<file path="src/rtl/game_input_conditioner.sv">
// rtl/game_input_conditioner.sv - button sync, debounce, auto-repeat and move arbiter for the memory game
// One gic_button per raw button; the top serialises direction/Select events into single pulses.

module gic_button #(
    parameter int CNT_W      = 26,
    parameter int DEB_COUNT  = 500_000,
    parameter int RPT_DELAY  = 50_000_000,
    parameter int RPT_PERIOD = 20_000_000,
    parameter bit DO_REPEAT  = 1'b0
) (
    input  logic i_clk,
    input  logic i_reset_n,
    input  logic i_level,
    output logic o_ev,
    output logic o_db
);
    localparam logic [CNT_W-1:0] C_ONE        = CNT_W'(1);
    localparam logic [CNT_W-1:0] C_DEB        = CNT_W'(DEB_COUNT);
    localparam logic [CNT_W-1:0] C_RPT_DELAY  = CNT_W'(RPT_DELAY);
    localparam logic [CNT_W-1:0] C_RPT_RELOAD = CNT_W'(RPT_DELAY - RPT_PERIOD);

    typedef enum logic [2:0] {S_IDLE, S_PWAIT, S_PULSE, S_HOLD, S_RWAIT} state_t;

    state_t           r_state;
    state_t           w_state_nxt;
    logic [CNT_W-1:0] r_t;
    logic [CNT_W-1:0] w_t_nxt;
    logic [CNT_W-1:0] w_t_inc;

    assign w_t_inc = (&r_t) ? r_t : r_t + C_ONE;

    always_ff @(posedge i_clk or negedge i_reset_n) begin
        if (!i_reset_n) begin
            r_state <= S_IDLE;
            r_t     <= '0;
        end else begin
            r_state <= w_state_nxt;
            r_t     <= w_t_nxt;
        end
    end

    always_comb begin
        w_state_nxt = r_state;
        w_t_nxt     = r_t;
        o_ev        = 1'b0;
        case (r_state)
            S_IDLE: begin
                if (i_level) begin
                    w_state_nxt = S_PWAIT;
                    w_t_nxt     = C_ONE;
                end
            end
            S_PWAIT: begin
                if (!i_level) begin
                    w_state_nxt = S_IDLE;
                    w_t_nxt     = '0;
                end else if (r_t == C_DEB) begin
                    w_state_nxt = S_PULSE;
                    w_t_nxt     = '0;
                end else begin
                    w_t_nxt = w_t_inc;
                end
            end
            S_PULSE: begin
                o_ev        = 1'b1;
                w_state_nxt = S_HOLD;
                w_t_nxt     = '0;
            end
            S_HOLD: begin
                if (!i_level) begin
                    w_state_nxt = S_RWAIT;
                    w_t_nxt     = C_ONE;
                end else if (DO_REPEAT) begin
                    // Event fires as the count reaches the delay; reloading keeps the period without a second compare.
                    if (w_t_inc == C_RPT_DELAY) begin
                        o_ev    = 1'b1;
                        w_t_nxt = C_RPT_RELOAD;
                    end else begin
                        w_t_nxt = w_t_inc;
                    end
                end
            end
            S_RWAIT: begin
                if (i_level) begin
                    w_state_nxt = S_HOLD;
                    w_t_nxt     = '0;
                end else if (r_t == C_DEB) begin
                    w_state_nxt = S_IDLE;
                    w_t_nxt     = '0;
                end else begin
                    w_t_nxt = w_t_inc;
                end
            end
            default: begin
                w_state_nxt = S_IDLE;
                w_t_nxt     = '0;
            end
        endcase
    end

    assign o_db = (r_state == S_PULSE) || (r_state == S_HOLD) || (r_state == S_RWAIT);
endmodule

module game_input_conditioner #(
    parameter int CNT_W      = 26,
    parameter int DEB_COUNT  = 500_000,
    parameter int RPT_DELAY  = 50_000_000,
    parameter int RPT_PERIOD = 20_000_000,
    parameter int REPEAT_EN  = 1
) (
    input  logic       i_clk,
    input  logic       i_reset_n,
    input  logic       i_btn_u,
    input  logic       i_btn_d,
    input  logic       i_btn_l,
    input  logic       i_btn_r,
    input  logic       i_btn_c,
    input  logic       i_btn_s,
    input  logic       i_accept,
    output logic       o_up,
    output logic       o_down,
    output logic       o_left,
    output logic       o_right,
    output logic       o_select,
    output logic       o_start,
    output logic [5:0] o_db_level
);
    // Button vectors are ordered {S,C,R,L,D,U}; arbiter vectors are {Sel,U,D,L,R}.
    logic [5:0] w_raw;
    logic [5:0] r_sync1;
    logic [5:0] r_sync2;
    logic [5:0] w_ev;
    logic [5:0] w_db;
    logic [4:0] w_req;
    logic [4:0] w_grant;
    logic [4:0] r_pend;
    logic [4:0] r_out;
    logic       r_start_d;
    logic       r_start;

    assign w_raw = {i_btn_s, i_btn_c, i_btn_r, i_btn_l, i_btn_d, i_btn_u};

    always_ff @(posedge i_clk or negedge i_reset_n) begin
        if (!i_reset_n) begin
            r_sync1 <= '0;
            r_sync2 <= '0;
        end else begin
            r_sync1 <= w_raw;
            r_sync2 <= r_sync1;
        end
    end

    for (genvar g = 0; g < 6; g++) begin : g_btn
        gic_button #(
            .CNT_W      (CNT_W),
            .DEB_COUNT  (DEB_COUNT),
            .RPT_DELAY  (RPT_DELAY),
            .RPT_PERIOD (RPT_PERIOD),
            .DO_REPEAT  ((g < 4) && (REPEAT_EN != 0))
        ) u_btn (
            .i_clk     (i_clk),
            .i_reset_n (i_reset_n),
            .i_level   (r_sync2[g]),
            .o_ev      (w_ev[g]),
            .o_db      (w_db[g])
        );
    end

    assign w_req = {w_ev[4], w_ev[0], w_ev[1], w_ev[2], w_ev[3]};

    always_comb begin
        w_grant = '0;
        if (r_pend[4])      w_grant = 5'b10000;
        else if (r_pend[3]) w_grant = 5'b01000;
        else if (r_pend[2]) w_grant = 5'b00100;
        else if (r_pend[1]) w_grant = 5'b00010;
        else if (r_pend[0]) w_grant = 5'b00001;
    end

    // Start bypasses the arbiter but is delayed two stages to match the move-pulse latency.
    always_ff @(posedge i_clk or negedge i_reset_n) begin
        if (!i_reset_n) begin
            r_pend    <= '0;
            r_out     <= '0;
            r_start_d <= 1'b0;
            r_start   <= 1'b0;
        end else begin
            r_start_d <= w_ev[5];
            r_start   <= r_start_d;
            if (!i_accept) begin
                r_pend <= '0;
                r_out  <= '0;
            end else begin
                r_pend <= (r_pend & ~w_grant) | w_req;
                r_out  <= w_grant;
            end
        end
    end

    assign o_select   = r_out[4];
    assign o_up       = r_out[3];
    assign o_down     = r_out[2];
    assign o_left     = r_out[1];
    assign o_right    = r_out[0];
    assign o_start    = r_start;
    assign o_db_level = w_db;
endmodule
</file>
<file path="config.mk">
export PLATFORM = sky130hd
export DESIGN_NAME = game_input_conditioner
export DESIGN_NICKNAME = d
export VERILOG_FILES = /design/src/rtl/game_input_conditioner.sv
export SDC_FILE = /design/constraint.sdc
export NUM_CORES = 1
export LEC_CHECK = 0
export BUFFER_PORTS_ARGS = -buffer_cell sky130_fd_sc_hd__buf_2
export CAP_MARGIN = 10
export CORE_AREA = 2 2 131 184
export CTS_CLUSTER_DIAMETER = 100
export DETAILED_ROUTE_END_ITERATION = 12
export DIE_AREA = 0 0 133 186
export PLACE_DENSITY_LB_ADDON = 0.12
export SETUP_SLACK_MARGIN = 0.5
export SYNTH_ARGS = -nofsm -noshare
export SYNTH_HDL_FRONTEND = slang
export SYNTH_SLANG_ARGS = --single-unit
</file>
<file path="constraint.sdc">
create_clock -name i_clk -period 6 [get_ports i_clk]
set_clock_uncertainty 0.2 [all_clocks]
set_input_delay 0.6 -clock i_clk [delete_from_list [all_inputs] [get_ports i_clk]]
set_output_delay 0.6 -clock i_clk [all_outputs]
set_load 0.005 [all_outputs]
</file>
==> results.txt <==
Status: finished, final reports clean
All-Layer GR Usage: 31.2%
Setup crit end kind: flip-flop
Resize count post-CTS: 0
Register area share after synthesis: 36.3%
Highest clock rate: 0.234 GHz
Startpoint Class: flip-flop
Core footprint: 23000 sq um
Tmin final: 4270 ps
P_leak: 5.74 nW
Total grt overflow: 0
Critical Setup Path Class: flip-flop to flip-flop
Clock slew at reported path FFs: 80 ps
DP Area: 13800 sq um
Commonest non-fill, non-tap cells in the layout: dfrtp_1 (198), nand2_1 (197), nor2_1 (158)
Crit-path max FO: 9
CTS Root Buffer Type: clkbuf_16
Clock Sinks: 198
Maximum vdd drop: 0.173 mV
Post-synth cell types: 79
First-pass GRT wire length: 62.7 mm
Port bufs: 20
Total CTS buffers: 17
Drt via density: 6.64
Syn_area_per_cell: 7.86 sq um
Slew margin rel.: 26.2%
# H-tree levels: 4
Final Cycle Share: 71.2%
Mapped Cells: 1737
Yosys warns: 0
Vias: 13200
Num rows: 66
EDFF count, synth: 0
Power per cell area: 222 nW/um^2
Share of cells above drive strength 1: 5.22%
Synth Cell Area: 13700 sq um
#FFs+latches synth: 198
CTS tree: done
Initial Util: 59.3%
Area delta synth->final: 5.22%
Die Y: 186 microns
WHS Path Cells: 1
Antenna viol nets, final: 0
Largest net degree at the start of global routing: 86
Ys async rst share: 100%
WHS: 56.9 ps
Nets@finish: 1693
Skew-Pair Late Insertion Delay: 450 ps
Sum Neg Setup Slack: 0 ps
Final Max Slew Viols: 0
Final Setup Violations: 0
Chip Width: 133 microns
Worst-margin pin slew: 1100 ps
Most common cell after layout, fill and taps aside: dfrtp_1
DRC Markers: 0
Post-DP HPWL: 27.0 mm
Required @ worst endpoint: 6180 ps
Post-Syn Nets: 1758
RSZ-0062 raised after global routing: no
Crit path arrival time: 4450 ps
Ports: 21
Ant. Diodes: 0
Design Area, Final: 14400 sq um
Violation count after the first detailed-route iteration: 931
Hold WC Path Type: input port to flip-flop
Top FF cell, synth: dfrtp_1
Max-Cap Viols: 0
Number of detailed-route iterations in the first pass: 5
Final hold violation count: 0
Initial antenna violation count: 0
R2r setup slk: 1730 ps
Die area: 24700 sq um
Vias in the first global route: 12500
Clock buffer depth: 2
Routed wire length: 37.9 mm
WL/cell: 19.0 microns
Path depth of the worst reg2reg path: 11
GP Congestion: 0.979
-- cell usage after synthesis (21+ instances only) --
| library cell | number | area, sq um |
|---|---|---|
| xnor2_1 | 27 | 236 |
| nand2_1 | 197 | 739 |
| and3_1 | 45 | 282 |
| nand4_1 | 63 | 394 |
| inv_1 | 55 | 206 |
| xor2_1 | 35 | 307 |
| a31oi_1 | 38 | 238 |
| or3_1 | 26 | 163 |
| nand3_1 | 114 | 571 |
| a21oi_1 | 98 | 490 |
| buf_2 | 24 | 120 |
| dfrtp_1 | 198 | 4950 |
| and2_1 | 21 | 131 |
| clkbuf_1 | 78 | 293 |
| nor3_1 | 60 | 300 |
| o21ai_0 | 128 | 641 |
| nor4_1 | 37 | 231 |
| nor2_1 | 158 | 593 |
-- stage by stage --
| step | utilization [%] | total power [mW] | setup WS [ps] | instances |
|---|---|---|---|---|
| after floorplan | - | 1.86 | 2660 | 1737 |
| after CTS | 62.3 | 3.21 | 1780 | 1991 |
| after global routing | 62.3 | 3.34 | 1520 | 1991 |
| final | 62.3 | 3.19 | 1730 | 1991 |
| after detailed placement | 59.7 | 2.04 | 1790 | 1958 |
| after global placement | 59.7 | 2.02 | 1870 | 1958 |
-- worst paths after layout --
check	start	to
worst min register to register	r_sync1[4]$_DFF_PN0_	r_sync2[4]$_DFF_PN0_
worst max register to register	g_btn[1].u_btn.r_t[0]$_DFFE_PN0N_	r_pend[2]$_DFF_PN0_
worst min-delay path	i_btn_l	r_sync1[2]$_DFF_PN0_
min in group asynchronous	i_reset_n	g_btn[5].u_btn.r_t[24]$_DFFE_PN0P_
worst max-delay path	g_btn[1].u_btn.r_t[0]$_DFFE_PN0N_	r_pend[2]$_DFF_PN0_
max in group asynchronous	i_reset_n	g_btn[0].u_btn.r_t[8]$_DFFE_PN0N_
-- kinds of logic (layout without fill, tap and decap cells) --
kind of cell / Yosys count / after routing / synth area share, %
muxes: 12 / 12 / 0.889
xor gates and xnor gates: 62 / 62 / 3.98
adders and majority gates: 12 / 12 / 1.10
AOI/OAI and AO/OA: 442 / 442 / 20.5
and+or+nand+nor: 841 / 841 / 32.0
buffers and inverters: 170 / 118 / 5.23
DFF: 198 / 198 / 36.3
-- routing by layer --
metal | up-vias | part of all wire [%] | GRT usage [%]
met5 | - | 0 | 0
met4 | 0 | 4.2 | 15.4
met3 | 131 | 5.1 | 4.06
met2 | 472 | 50 | 55.9
met1 | 6364 | 40 | 36.8
li1 | 6256 | - | -
-- critical path, stage by stage (launching register included) --
cell,delay [ps]
dfrtp_1,510
ha_1,330
and4_1,290
nand4_1,340
nor2_1,630
buf_4,290
o31a_1,200
o22ai_1,100
nor4_1,240
nand4b_1,440
or2_1,460
a21oi_1,170
-- area by class of cell --
class | count | area [sq um]
inverter | 55 | 206
tap | 306 | 383
clock buffer | 18 | 439
timing repair buffer | 31 | 195
multi-input combinational | 1369 | 8030
fill | 2005 | 8670
sequential | 198 | 4950
clock inverter | 14 | 161
-- sequential cells by signal, indices dropped and copies added (netlist names) --
register             cells
r_sync2                  6
r_sync1                  6
o_start                  1
r_out                    5
g_btn.u_btn.r_t        156
g_btn.u_btn.r_state     18
r_start_d                1
r_pend                   5
-- repair_timing --
item                      4_1_cts  5_1_grt
hold endpoints to repair       83        0
hold buffers                    1        0
buffers inserted                0        0
-- report_power, final --
part           switching [mW]  internal [mW]  total (mW)  leakage (nW)
Sequential             0.0928           1.39        1.48          2.70
Combinational           0.356          0.179       0.535          2.74
Clock                   0.567          0.605        1.17         0.293
Note: power is estimated with default switching activity, not from simulation.
